--- src/rtl/eth_pkg.sv ---
// Shared Ethernet framing constants and the PHY-side frame generator state encoding.
package eth_pkg;

   typedef enum logic [2:0] {
      ST_IDLE,
      ST_PREAMBLE,
      ST_SFD,
      ST_DATA,
      ST_PAD,
      ST_FCS,
      ST_IFG,
      ST_ERR
   } state_t;

   localparam logic [7:0]  ETH_PREAMBLE_BYTE = 8'h55;
   localparam logic [7:0]  ETH_SFD_BYTE      = 8'hD5;
   localparam logic [31:0] CRC32_POLY        = 32'hEDB88320;
   localparam logic [31:0] CRC32_INIT        = 32'hFFFFFFFF;

endpackage

--- src/rtl/eth_crc32_byte.sv ---
// One-byte step of the reflected IEEE 802.3 CRC32 (LSB-first, no final inversion).
module eth_crc32_byte
   import eth_pkg::*;
(
   input  logic [31:0] crc_in,
   input  logic [7:0]  data,
   output logic [31:0] crc_out
);

   logic [31:0] c;

   always_comb begin
      c = crc_in ^ {24'h0, data};
      for (int i = 0; i < 8; i++)
         c = c[0] ? ((c >> 1) ^ CRC32_POLY) : (c >> 1);
      crc_out = c;
   end

endmodule

--- src/rtl/gmii_phy_rx_source.sv ---
// Link-partner PHY model: turns an AXI-stream payload into a GMII/MII receive frame
// (preamble, SFD, payload, pad, FCS, gap), paced by clk_en for 10/100M.
module gmii_phy_rx_source
   import eth_pkg::*;
#(
   parameter int PREAMBLE_LEN     = 7,
   parameter int ENABLE_FCS       = 1,
   parameter int ENABLE_PADDING   = 1,
   parameter int MIN_FRAME_LENGTH = 64
) (
   input  logic       clk,
   input  logic       rst_n,
   input  logic       clk_en,
   input  logic       mii_select,
   input  logic [7:0] ifg_delay,
   input  logic [7:0] s_axis_tdata,
   input  logic       s_axis_tvalid,
   output logic       s_axis_tready,
   input  logic       s_axis_tlast,
   input  logic       s_axis_tuser,
   output logic [7:0] gmii_rxd,
   output logic       gmii_rx_dv,
   output logic       gmii_rx_er,
   output logic       busy
);

   localparam logic [15:0] PAD_TARGET = 16'(MIN_FRAME_LENGTH - 4);

   state_t      state, nx_state;
   logic        mii, half, last, bad_fcs;
   logic [7:0]  ifg, cnt, nx_cnt, cur, nx_byte;
   logic [15:0] count;
   logic [31:0] crc, crc_nx, fcs_word;
   logic [1:0]  fidx;
   logic        fin, tail, nx_er, do_load, do_pad;

   // A byte completes on every enabled slot in GMII, every second one in MII.
   assign fin           = clk_en && (!mii || half);
   assign s_axis_tready = fin && ((state == ST_SFD) || (state == ST_DATA && !last));
   assign tail          = (state == ST_DATA && last) || (state == ST_PAD);
   assign fcs_word      = bad_fcs ? crc : ~crc;
   assign fidx          = cnt[1:0] + 2'd1;
   assign busy          = (state != ST_IDLE);

   eth_crc32_byte u_crc (
      .crc_in  (crc),
      .data    (s_axis_tready ? s_axis_tdata : 8'h00),
      .crc_out (crc_nx)
   );

   always_comb begin
      nx_state = state;
      nx_cnt   = cnt;
      nx_byte  = cur;
      nx_er    = 1'b0;
      do_load  = 1'b0;
      do_pad   = 1'b0;
      if (tail) begin
         if (ENABLE_PADDING != 0 && count < PAD_TARGET) begin
            nx_state = ST_PAD;
            nx_byte  = 8'h00;
            do_pad   = 1'b1;
         end else if (ENABLE_FCS != 0) begin
            nx_state = ST_FCS;
            nx_cnt   = 8'd0;
            nx_byte  = fcs_word[7:0];
         end else begin
            nx_state = ST_IFG;
            nx_cnt   = 8'd1;
            nx_byte  = 8'h00;
         end
      end else begin
         case (state)
            ST_PREAMBLE:
               if (cnt >= 8'(PREAMBLE_LEN)) begin
                  nx_state = ST_SFD;
                  nx_byte  = ETH_SFD_BYTE;
               end else begin
                  nx_cnt   = cnt + 8'd1;
                  nx_byte  = ETH_PREAMBLE_BYTE;
               end
            ST_SFD, ST_DATA:
               if (s_axis_tvalid) begin
                  nx_state = ST_DATA;
                  nx_byte  = s_axis_tdata;
                  do_load  = 1'b1;
               end else begin
                  // source underflow: one errored byte, frame is cut short
                  nx_state = ST_ERR;
                  nx_byte  = 8'h00;
                  nx_er    = 1'b1;
               end
            ST_FCS:
               if (cnt[1:0] == 2'd3) begin
                  nx_state = ST_IFG;
                  nx_cnt   = 8'd1;
                  nx_byte  = 8'h00;
               end else begin
                  nx_cnt   = cnt + 8'd1;
                  nx_byte  = fcs_word[{fidx, 3'b000} +: 8];
               end
            ST_ERR: begin
               nx_state = ST_IFG;
               nx_cnt   = 8'd1;
               nx_byte  = 8'h00;
            end
            ST_IFG:
               if (cnt >= ifg) nx_state = ST_IDLE;
               else            nx_cnt   = cnt + 8'd1;
            default: ;
         endcase
      end
   end

   always_ff @(posedge clk or negedge rst_n) begin
      if (!rst_n) begin
         state      <= ST_IDLE;
         mii        <= 1'b0;
         half       <= 1'b0;
         ifg        <= 8'd1;
         cnt        <= 8'd0;
         cur        <= 8'h00;
         crc        <= CRC32_INIT;
         count      <= 16'd0;
         last       <= 1'b0;
         bad_fcs    <= 1'b0;
         gmii_rxd   <= 8'h00;
         gmii_rx_dv <= 1'b0;
         gmii_rx_er <= 1'b0;
      end else if (clk_en) begin
         if (state == ST_IDLE) begin
            if (s_axis_tvalid) begin
               state      <= ST_PREAMBLE;
               mii        <= mii_select;
               ifg        <= (ifg_delay == 8'd0) ? 8'd1 : ifg_delay;
               half       <= 1'b0;
               cnt        <= 8'd1;
               cur        <= ETH_PREAMBLE_BYTE;
               crc        <= CRC32_INIT;
               count      <= 16'd0;
               last       <= 1'b0;
               bad_fcs    <= 1'b0;
               gmii_rxd   <= mii_select ? {4'h0, ETH_PREAMBLE_BYTE[3:0]} : ETH_PREAMBLE_BYTE;
               gmii_rx_dv <= 1'b1;
               gmii_rx_er <= 1'b0;
            end
         end else if (mii && !half) begin
            half     <= 1'b1;
            gmii_rxd <= {4'h0, cur[7:4]};
         end else begin
            half       <= 1'b0;
            state      <= nx_state;
            cnt        <= nx_cnt;
            cur        <= nx_byte;
            gmii_rxd   <= mii ? {4'h0, nx_byte[3:0]} : nx_byte;
            gmii_rx_dv <= (nx_state != ST_IFG) && (nx_state != ST_IDLE);
            gmii_rx_er <= nx_er;
            if (do_load || do_pad) begin
               crc   <= crc_nx;
               count <= (&count) ? count : count + 16'd1;
            end
            if (do_load) begin
               last    <= s_axis_tlast;
               bad_fcs <= s_axis_tlast && s_axis_tuser;
            end
         end
      end
   end

endmodule
--- config.mk ---
export PLATFORM = sky130hd
export DESIGN_NAME = gmii_phy_rx_source
export DESIGN_NICKNAME = d
export VERILOG_FILES = /design/src/rtl/eth_pkg.sv /design/src/rtl/eth_crc32_byte.sv /design/src/rtl/gmii_phy_rx_source.sv
export SDC_FILE = /design/constraint.sdc
export NUM_CORES = 1
export LEC_CHECK = 0
export CAP_MARGIN = 40
export CORE_ASPECT_RATIO = 1.5
export CORE_UTILIZATION = 50
export CTS_CLUSTER_DIAMETER = 150
export DETAILED_ROUTE_END_ITERATION = 10
export GPL_TIMING_DRIVEN = 0
export PLACE_DENSITY = 0.73
export SLEW_MARGIN = 20
export SYNTH_ARGS = -nofsm -noshare
export SYNTH_HDL_FRONTEND = slang
export SYNTH_SLANG_ARGS = --single-unit
--- constraint.sdc ---
create_clock -name clk -period 4.8 [get_ports clk]
set_clock_uncertainty 0.2 [all_clocks]
set_input_delay 0.96 -clock clk [delete_from_list [all_inputs] [get_ports clk]]
set_output_delay 0.96 -clock clk [all_outputs]
set_load 0.01 [all_outputs]
==> impl_metrics.env, run 1 <==
export IMPL_diodes=0
export IMPL_crit_type="flop to output port"
export IMPL_vias=5085
export IMPL_cts_made_buffers=9
export IMPL_maxCapViolations=0
export IMPL_final_cells=856
export IMPL_ys_top_cells_by_count="nor2_1 (79), nand2_1 (68), xnor2_1 (63)"
export IMPL_start_util_pct=52.0
export IMPL_min_path_cells=2
export IMPL_syn_area_um2=6060
export IMPL_hpwl_mm=12.6
export IMPL_cts_tree="yes"
export IMPL_setup_viol=0
export IMPL_wl_per_cell_um=19.4
export IMPL_overflow=0
export IMPL_synthFlopType="dfrtp_1"
export IMPL_die_h_um=137
export IMPL_nets=736
export IMPL_path_clk_slew_ns=0.07
export IMPL_end_kind="output port"
export IMPL_first_global_vias=5221
export IMPL_antenna_found_initial=0
export IMPL_root_buffer="clkbuf_16"
export IMPL_core_area_um2=11700
export IMPL_synth_top_area_share_pct=23.1
export IMPL_power_switching_mw=2.67
export IMPL_ys_ff_latch=89
export IMPL_totalWireLength_mm=16.6
export IMPL_clock_path_buffers=2
export IMPL_io_pins=35
export IMPL_p_total_mw=5.83
export IMPL_reg2reg_depth=10
export IMPL_die_area_um2=12600
export IMPL_clkPwrFrac_pct=11.9
export IMPL_track_usage_pct=28.0
export IMPL_cts_setup_buffers=0
export IMPL_min_period_ns=4.05
export IMPL_max_freq_mhz=247
export IMPL_post_route_drc_count=0
export IMPL_period_share_pct=84.3
export IMPL_yosysTopAreaCell="dfrtp_1"
export IMPL_worstPathMaxFanout=10
export IMPL_portBuffers=29
export IMPL_critical_path_startpoint_type="flop"
export IMPL_finalSetupTns_ns=0
export IMPL_ant_nets=0
export IMPL_slew_headroom_pct=49.3
export IMPL_vias_per_cell=5.94
export IMPL_internal_power_mw=3.17
export IMPL_dr_first_iter_drc_count=357
export IMPL_synth_cells=660
export IMPL_drive_above_1_share_pct=13.3
export IMPL_hp_class="flop to flop"
export IMPL_placed_cells=840
export IMPL_dr_pass1_iters=5
export IMPL_synth_async_reset_ratio_pct=100
export IMPL_worstSkewPairLatency_ns=0.35
export IMPL_synth_edf_count=0
export IMPL_place_congestion=0.959
export IMPL_swShare_pct=45.7
export IMPL_cts_htree_levels=3
export IMPL_num_rows=48
export IMPL_ir_worst_vdd_mv=0.618
export IMPL_cts_sinks=89
export IMPL_drv_slew=0
export IMPL_utilization_pct=58.8
export IMPL_area_growth_pct=13.1
export IMPL_arrival_ns=2.89
export IMPL_tightest_slew_ns=0.756
export IMPL_yosys_top_cells_area="dfrtp_1 (23%), dfstp_2 (14%), xnor2_1 (9.1%), xor2_1 (6.4%), nor2_1 (4.9%)"
export IMPL_synth_cell_types=60
export IMPL_power_frac_seq_pct=24.5
export IMPL_avgSynthCellArea_um2=9.18
export IMPL_grt_max_degree=50
export IMPL_outcome="completed"
export IMPL_power_density_nw_per_um2=852
export IMPL_hold_buffers=0
export IMPL_yosys_warnings=0
export IMPL_worstPathRequired_ns=3.64
export IMPL_grt_pass1_wl_mm=26.8
export IMPL_cts_resized=0
export IMPL_yosysSeqAreaShare_pct=37.4
export IMPL_hold_viol=0
export IMPL_power_share_combinational_pct=63.7
export IMPL_synth_nets=695
export IMPL_chipWidth_um=91.9
export IMPL_rsz0062_at_grt="no"
export IMPL_leakagePower_nw=2.81
export IMPL_yosysMostFrequentCell="nor2_1"
## cell usage in the layout, fill, tap and decap left out, drive strengths merged, types with 2 or more instances in the layout
| cell type | count |
|---|---|
| nand2b | 9 |
| clkinv | 4 |
| ha | 12 |
| a221oi | 5 |
| or3 | 4 |
| a21o | 2 |
| mux2i | 6 |
| a21oi | 41 |
| o22a | 6 |
| o22ai | 8 |
| a311oi | 2 |
| or2 | 3 |
| mux4 | 8 |
| dfstp | 33 |
| and3 | 11 |
| a21boi | 2 |
| o31ai | 2 |
| xnor2 | 73 |
| a211oi | 3 |
| o211ai | 7 |
| buf | 16 |
| mux2 | 3 |
| xor2 | 45 |
| nor4 | 5 |
| clkbuf | 36 |
| a31oi | 19 |
| nor3 | 16 |
| dfrtp | 56 |
| xnor3 | 2 |
| inv | 19 |
| nor2 | 81 |
| and2 | 6 |
| a22o | 8 |
| nand2 | 68 |
| nor3b | 3 |
| clkdlybuf4s50 | 28 |
| nand4 | 4 |
| o21ai | 31 |
| nand3 | 9 |
## layout make-up
type | count | area [µm²]
Buffer | 41 | 184
Clock inverter | 7 | 63.8
Fill cell | 1036 | 4800
Inverter | 17 | 63.8
Tap cell | 150 | 188
Multi-Input combinational cell | 513 | 3540
Timing Repair Buffer | 30 | 315
Clock buffer | 9 | 225
Sequential cell | 89 | 2270
## worst paths after layout
kind                       slack, ns                    start                       to
max                             0.75     state[0]$_DFFE_PN0P_                     busy
min                             0.29  gmii_rxd[3]$_DFFE_PN0P_  gmii_rxd[3]$_DFFE_PN0P_
max reg2reg                     1.50       cnt[0]$_DFFE_PN0P_       cnt[2]$_DFFE_PN0P_
min reg2reg                     0.29  gmii_rxd[3]$_DFFE_PN0P_  gmii_rxd[3]$_DFFE_PN0P_
max in group asynchronous       3.31                    rst_n      crc[26]$_DFFE_PN1P_
min in group asynchronous       0.38                    rst_n    count[14]$_DFFE_PN0P_
## critical path, stage by stage (launching register included)
cell and delay (ns):
dfrtp_1 0.51, nor3_1 0.15, inv_1 0.15, clkbuf_1 0.45, clkbuf_1 0.61, clkdlybuf4s50_1 0.67
## flip-flops by register name, summed over array words and instances (netlist names), 3 cells and up
register,flops
crc,32
count,16
cnt,8
cur,8
gmii_rxd,8
ifg,8
state,3
## cells by family (layout without fill, tap and decap cells)
| family | Yosys count | after routing | share of synthesized area, % |
|---|---|---|---|
| buf+inv | 58 | 104 | 4.09 |
| mux | 17 | 17 | 4.52 |
| simple gates | 223 | 223 | 16.9 |
| xor+xnor | 120 | 120 | 19.7 |
| compound gates | 141 | 141 | 14.8 |
| fa+ha+maj | 12 | 12 | 2.48 |
| flops | 89 | 89 | 37.4 |
## through the flow
stage	area, µm²	worst slack (ns)	hold WS [ns]
6_report	6850	0.753	0.287
5_1_grt	6850	0.676	0.304
4_1_cts	6850	0.836	0.284
3_5_place_dp	6560	1.06	0.268
3_3_place_gp	6540	-0.602	0.258
2_1_floorplan	6060	1.96	0.247
## routing by layer
metal,global-route usage [%],up-vias,part of all wire [%]
li1,-,2364,-
met1,30.5,2493,38
met2,51.5,175,53
met3,3.44,53,3.9
met4,16.9,0,5.2
met5,0,-,0
## power groups by stage
stage / sequential, mW / combinational, mW / clock [mW]
2_1_floorplan: 1.36 / 2.83 / 0
3_3_place_gp: 1.42 / 3.59 / 0
3_5_place_dp: 1.43 / 3.64 / 0
4_1_cts: 1.42 / 3.69 / 0.701
5_1_grt: 1.46 / 4.00 / 0.724
6_report: 1.43 / 3.71 / 0.691
Power figures use the tool's default switching activity.
==> run 2, diff against run 1 <==
==> constraint.sdc (replaced) <==
create_clock -name clk -period 3.8 [get_ports clk]
set_clock_uncertainty 0.2 [all_clocks]
set_input_delay 0.76 -clock clk [delete_from_list [all_inputs] [get_ports clk]]
set_output_delay 0.76 -clock clk [all_outputs]
set_load 0.01 [all_outputs]
==> run 2 against run 1 <==
  * Via count about the same
  * Clock-buffer cell count unchanged
  * Largest cell class unchanged
  * Sequential share of layout area about the same
  * First-iteration DRC count down 3.6%
  * Die area unchanged
==> impl_metrics.env, run 2 (synthesized netlist as in run 1, its figures left out) <==
export IMPL_outcome="completed"
export IMPL_swShare_pct=45.7
export IMPL_power_switching_mw=3.37
export IMPL_max_stage_delay_ns=0.60
export IMPL_end_kind="output port"
export IMPL_setup_ws_ns=0.202
export IMPL_placed_cell_area_um2=6560
export IMPL_max_freq_mhz=278
export IMPL_post_route_drc_count=0
export IMPL_maxCapViolations=0
export IMPL_hpwl_mm=12.6
export IMPL_crit_type="flop to output port"
export IMPL_first_global_vias=5221
export IMPL_final_cell_mix="nor2_1 (79), nand2_1 (68), xnor2_1 (63), dfrtp_1 (56), xor2_1 (44)"
export IMPL_dr_first_iter_drc_count=344
export IMPL_die_h_um=137
export IMPL_finish_instance_area_um2=6850
export IMPL_ir_worst_vdd_mv=0.782
export IMPL_path_clk_slew_ns=0.07
export IMPL_power_density_nw_per_um2=1080
export IMPL_overflow=0
export IMPL_setup_viol=0
export IMPL_slew_headroom_pct=49.6
export IMPL_slowest_stage="clkdlybuf4s50_1"
export IMPL_mostFrequentLayoutCell="nor2_1"
export IMPL_root_buffer="clkbuf_16"
export IMPL_place_congestion=0.959
export IMPL_diodes=0
export IMPL_dpl_worst_slack_ns=0.258
export IMPL_num_rows=48
export IMPL_clock_path_buffers=2
export IMPL_tightest_slew_ns=0.750
export IMPL_drv_slew=0
export IMPL_whs_ns=0.179
export IMPL_cts_made_buffers=9
export IMPL_critical_path_startpoint_type="flop"
export IMPL_totalWireLength_mm=16.6
export IMPL_min_period_ns=3.60
export IMPL_fillCellCount=1037
export IMPL_io_pins=35
export IMPL_rsz0062_at_grt="no"
export IMPL_largest_register_ffs=32
export IMPL_power_share_combinational_pct=63.7
export IMPL_ant_nets=0
export IMPL_track_usage_pct=28.0
export IMPL_nets=736
export IMPL_grt_pass1_wl_mm=26.8
export IMPL_cts_tree="yes"
export IMPL_dr_pass1_iters=5
export IMPL_max_flop_register="crc"
export IMPL_leakagePower_nw=2.82
export IMPL_drive_above_1_share_pct=13.5
export IMPL_largestRegisters="crc (32), count (16)"
export IMPL_grt_max_degree=50
export IMPL_vias=5081
export IMPL_multi_input_area_um2=3540
export IMPL_path_cells="nor3_1 > inv_1 > clkbuf_1 > clkbuf_2 > clkdlybuf4s50_1"
export IMPL_seqCellArea_um2=2270
export IMPL_area_growth_pct=13.1
export IMPL_power_frac_seq_pct=24.5
export IMPL_worstPathMaxFanout=10
export IMPL_period_share_pct=94.7
export IMPL_hp_class="input pin to async pin"
export IMPL_chipWidth_um=91.9
export IMPL_clkPwrFrac_pct=11.8
export IMPL_hold_viol=0
export IMPL_vias_per_cell=5.94
export IMPL_die_area_um2=12600
export IMPL_antenna_found_initial=0
export IMPL_worstSkewPairLatency_ns=0.35
export IMPL_cts_htree_levels=3
export IMPL_start_util_pct=52.0
export IMPL_core_area_um2=11700
export IMPL_internal_power_mw=4.00
export IMPL_arrival_ns=2.64
export IMPL_worstPathRequired_ns=2.84
export IMPL_wl_per_cell_um=19.4
export IMPL_cts_setup_buffers=0
export IMPL_finalSetupTns_ns=0
export IMPL_cts_sinks=89
export IMPL_portBuffers=29
export IMPL_p_total_mw=7.37
## run 2: power groups by stage
stage	Sequential, mW	Clock [mW]	Combinational (mW)
6_report	1.80	0.873	4.70
5_1_grt	1.85	0.914	5.05
4_1_cts	1.79	0.886	4.66
3_5_place_dp	1.81	0	4.60
3_3_place_gp	1.79	0	4.53
2_1_floorplan	1.71	0	3.58
## run 2: worst paths after layout
check                      slack, ns  cells after the start                       to               startpoint
setup / recovery                0.20                      5                     busy     state[0]$_DFFE_PN0P_
hold / removal                  0.18                      1    count[14]$_DFFE_PN0P_                    rst_n
setup reg to reg                0.49                     10       cnt[2]$_DFFE_PN0P_       cnt[0]$_DFFE_PN0P_
hold reg to reg                 0.29                      2  gmii_rxd[3]$_DFFE_PN0P_  gmii_rxd[3]$_DFFE_PN0P_
max in group asynchronous       2.52                      2      crc[26]$_DFFE_PN1P_                    rst_n
min in group clk                0.29                      2  gmii_rxd[3]$_DFFE_PN0P_  gmii_rxd[3]$_DFFE_PN0P_
## run 2: layout make-up
class | count | share of cell area, %
Clock buffer | 9 | 3.29
Buffer | 41 | 2.70
Clock inverter | 7 | 0.931
Sequential cell | 89 | 33.1
Multi-Input combinational cell | 513 | 51.7
Inverter | 17 | 0.931
Timing Repair Buffer | 30 | 4.60
Tap cell | 150 | 2.74
## run 2: metal layers
metal / GRT usage [%] / wire (µm) / vias up
li1: - / - / 2368
met1: 30.5 / 6350 / 2490
met2: 51.5 / 8810 / 170
met3: 3.44 / 626 / 53
met4: 16.9 / 858 / 0
met5: 0 / 0 / -
## run 2: metrics by stage
step	cells	util (%)
after floorplan	660	-
after global placement	839	56.1
after detailed placement	840	56.3
after CTS	856	58.8
after global routing	856	58.8
final	856	58.8
## run 2: worst max-delay path, delay by kind of cell (launching register included)
| family | cells | cell delay (ns) |
|---|---|---|
| simple gates | 1 | 0.15 |
| buf+inv | 4 | 1.61 |
| flops | 1 | 0.51 |
## run 2: what timing repair did
| item | 4_1_cts | 5_1_grt |
|---|---|---|
| resized for setup | 0 | 2 |
| setup endpoints to repair | 0 | 1 |
| hold buffers | 0 | 0 |
==> run 3, diff against run 2 <==
--- a/config.mk
+++ b/config.mk
@@ -8,11 +8,11 @@
 export CAP_MARGIN = 40
 export CORE_ASPECT_RATIO = 1.5
 export CORE_UTILIZATION = 50
-export CTS_CLUSTER_DIAMETER = 150
 export DETAILED_ROUTE_END_ITERATION = 10
 export GPL_TIMING_DRIVEN = 0
 export PLACE_DENSITY = 0.73
 export SLEW_MARGIN = 20
 export SYNTH_ARGS = -nofsm -noshare
 export SYNTH_HDL_FRONTEND = slang
+export SYNTH_HIERARCHICAL = 1
 export SYNTH_SLANG_ARGS = --single-unit
==> run 3 against run 2 <==
  * Utilization is 0.11 points lower
  * Combinational power grew 3%
  * Critical path depth is 6 higher
  * Via count is 1.7% lower
  * Clock power grew 6.9%
  * Synthesized cell count shrank 3.0%
  * Die area grew 1.1%
  * Non-clock buffer count fell by 4
  * Maximum frequency decreased by 0.92%
  * Flip-flop and latch count stayed put
==> impl_metrics.env, run 3 <==
export IMPL_antenna_found_initial=0
export IMPL_cts_htree_levels=3
export IMPL_chipWidth_um=92.4
export IMPL_ys_top_cells_by_count="nand2_1 (85), nor2_1 (57), dfrtp_1 (56)"
export IMPL_diodes=0
export IMPL_arrival_ns=3.71
export IMPL_final_cell_mix="nand2_1 (85), nor2_1 (56), dfrtp_1 (55), xnor2_1 (41), o21ai_1 (34)"
export IMPL_critical_path_startpoint_type="flop"
export IMPL_largest_register_ffs=32
export IMPL_track_usage_pct=26.2
export IMPL_vias=4995
export IMPL_synthFlopType="dfrtp_1"
export IMPL_setup_viol=0
export IMPL_cts_tree="yes"
export IMPL_largestRegisters="crc (32), count (16)"
export IMPL_cts_setup_buffers=0
export IMPL_ys_ff_latch=89
export IMPL_ant_nets=0
export IMPL_end_kind="flop"
export IMPL_yosysMostFrequentCell="nand2_1"
export IMPL_path_clk_slew_ns=0.07
export IMPL_hp_class="input pin to async pin"
export IMPL_path_cells="buf_2 > nor2b_2 > clkbuf_2 > nand2_1 > nor2_4 > and2_1 > xnor2_2 > xnor3_2 > xor3_1 > nor2_1 > o21ai_1"
export IMPL_die_area_um2=12700
export IMPL_core_area_um2=12000
export IMPL_synth_nets=675
export IMPL_maxCapViolations=0
export IMPL_outcome="completed"
export IMPL_reg2reg_depth=11
export IMPL_max_flop_register="crc"
export IMPL_place_congestion=0.915
export IMPL_clock_path_buffers=2
export IMPL_worstPathMaxFanout=10
export IMPL_crit_type="flop to flop"
export IMPL_synth_async_reset_ratio_pct=100
export IMPL_hold_viol=0
export IMPL_finish_instance_area_um2=7020
export IMPL_synth_edf_count=0
export IMPL_slew_headroom_pct=33.5
export IMPL_portBuffers=34
export IMPL_placed_cell_area_um2=6680
export IMPL_totalWireLength_mm=15.5
export IMPL_yosys_warnings=6
export IMPL_syn_area_um2=6120
export IMPL_synth_top_area_share_pct=22.9
export IMPL_worstPathRequired_ns=3.88
export IMPL_num_rows=49
export IMPL_drive_above_1_share_pct=15.5
export IMPL_power_density_nw_per_um2=1080
export IMPL_synth_cell_types=73
export IMPL_hold_buffers=0
export IMPL_yosysSeqAreaShare_pct=37.0
export IMPL_dr_pass1_iters=5
export IMPL_avgSynthCellArea_um2=9.57
export IMPL_rrSetupSlack_ns=0.17
export IMPL_mostFrequentLayoutCell="nand2_1"
export IMPL_max_stage_delay_ns=0.57
export IMPL_overflow=0
export IMPL_max_freq_mhz=275
export IMPL_tightest_slew_ns=0.998
export IMPL_cpLargestDelayFamily="XOR/XNOR gates"
export IMPL_hpwl_mm=11.7
export IMPL_leakagePower_nw=2.99
export IMPL_worstReg2RegStart="state[1]$_DFFE_PN0P_"
export IMPL_slowest_stage="xnor3_2"
export IMPL_cts_sinks=89
export IMPL_die_h_um=138
export IMPL_period_share_pct=95.6
export IMPL_start_util_pct=51.2
export IMPL_grt_pass1_wl_mm=25.4
export IMPL_area_growth_pct=14.6
export IMPL_synth_cells=640
export IMPL_ir_worst_vdd_mv=0.792
export IMPL_min_period_ns=3.63
export IMPL_yosys_top_cells_area="dfrtp_1 (23%), dfstp_2 (14%), xnor2_1 (5.9%), nand2_1 (5.2%), xnor3_1 (3.7%)"
export IMPL_first_global_vias=5115
export IMPL_vias_per_cell=5.91
export IMPL_utilization_pct=58.7
export IMPL_io_pins=35
export IMPL_grt_max_degree=49
export IMPL_reg2reg_to="crc[19]$_DFFE_PN1P_"
export IMPL_yosysTopAreaCell="dfrtp_1"
export IMPL_nets=722
export IMPL_drv_slew=0
export IMPL_root_buffer="clkbuf_16"
export IMPL_post_route_drc_count=0
export IMPL_rsz0062_at_grt="no"
export IMPL_wl_per_cell_um=18.4
export IMPL_worstSkewPairLatency_ns=0.36
export IMPL_cts_made_buffers=9
export IMPL_dr_first_iter_drc_count=274
export IMPL_crit_buf_inv=2
-- run 3: cell count changes after synthesis, sizes merged, moves of 10 or more --
cell / change
clkbuf: -10
nor2: -24
xor2: -28
xnor2: -22
nor3: -11
nand2: +17
a31oi: -14
o21ai: +36
a21oi: -10
-- run 3: cell families (layout without fill, tap and decap cells) --
logic type | Yosys count | after routing | share of synthesized area (%)
AOI/OAI and AO/OA | 157 | 157 | 16.3
buffers and inverters | 53 | 105 | 3.62
DFF | 89 | 89 | 37.0
muxes | 13 | 13 | 3.82
and+or+nand+nor | 226 | 226 | 17.7
xor gates and xnor gates | 86 | 86 | 18.4
adders and majority gates | 16 | 16 | 3.11
-- run 3: final cells by class --
type                       instances  area [µm²]
timing repair buffer              36         370
tap                              153         191
fill                            1048        4940
clock inverter                     7        80.1
clock buffer                       9         225
sequential                        89        2270
multi-input combinational        498        3660
buffer                            31         140
inverter                          22        82.6
-- run 3: worst max-delay path by stage --
stage | to | start | depth (start not counted) | slack, ns
finish | crc[19]$_DFFE_PN1P_ | state[1]$_DFFE_PN0P_ | 11 | 0.17
global route | crc[25]$_DFFE_PN1P_ | state[1]$_DFFE_PN0P_ | 11 | 0.07
CTS | crc[18]$_DFFE_PN1P_ | state[1]$_DFFE_PN0P_ | 11 | 0.05
detailed placement | crc[18]$_DFFE_PN1P_ | state[1]$_DFFE_PN0P_ | 11 | -0.40
global placement | half$_DFFE_PN0P_ | rst_n | 1 | -1.48
floorplan | crc[19]$_DFFE_PN1P_ | state[1]$_DFFE_PN0P_ | 11 | 0.36
-- run 3: where the power goes --
| group | total [mW] | switching (mW) | internal [mW] |
|---|---|---|---|
| clock | 0.933 | 0.417 | 0.515 |
| sequential | 1.84 | 0.370 | 1.46 |
| combinational | 4.82 | 2.38 | 2.44 |
| total | 7.59 | 3.17 | 4.42 |
-- run 3: per-layer routing --
| layer | vias to the layer above | share of wire (%) | track usage, % |
|---|---|---|---|
| li1 | 2343 | - | - |
| met1 | 2436 | 38 | 29.0 |
| met2 | 170 | 53 | 48.5 |
| met3 | 46 | 4.6 | 3.15 |
| met4 | 0 | 4.2 | 14.2 |
| met5 | - | 0 | 0 |
-- run 3: through the flow --
stage                     setup TNS (ns)  hold WS, ns  instances  worst slack, ns  power (mW)
after floorplan                        0        0.249        640            0.357        5.53
after global placement           -100.46        0.254        827            -1.48        6.44
after detailed placement           -5.54        0.267        828           -0.404        6.59
after CTS                              0        0.220        844           0.0547        7.54
after global routing                   0        0.246        845           0.0700        8.10
final                                  0        0.197        845            0.168        7.59
-- run 3: repair_timing --
action | CTS | global route
cloned | 0 | 0
hold endpoints to repair | 0 | 0
endpoints found under the setup margin | 25 | 10
gates resized for setup | 3 | 5
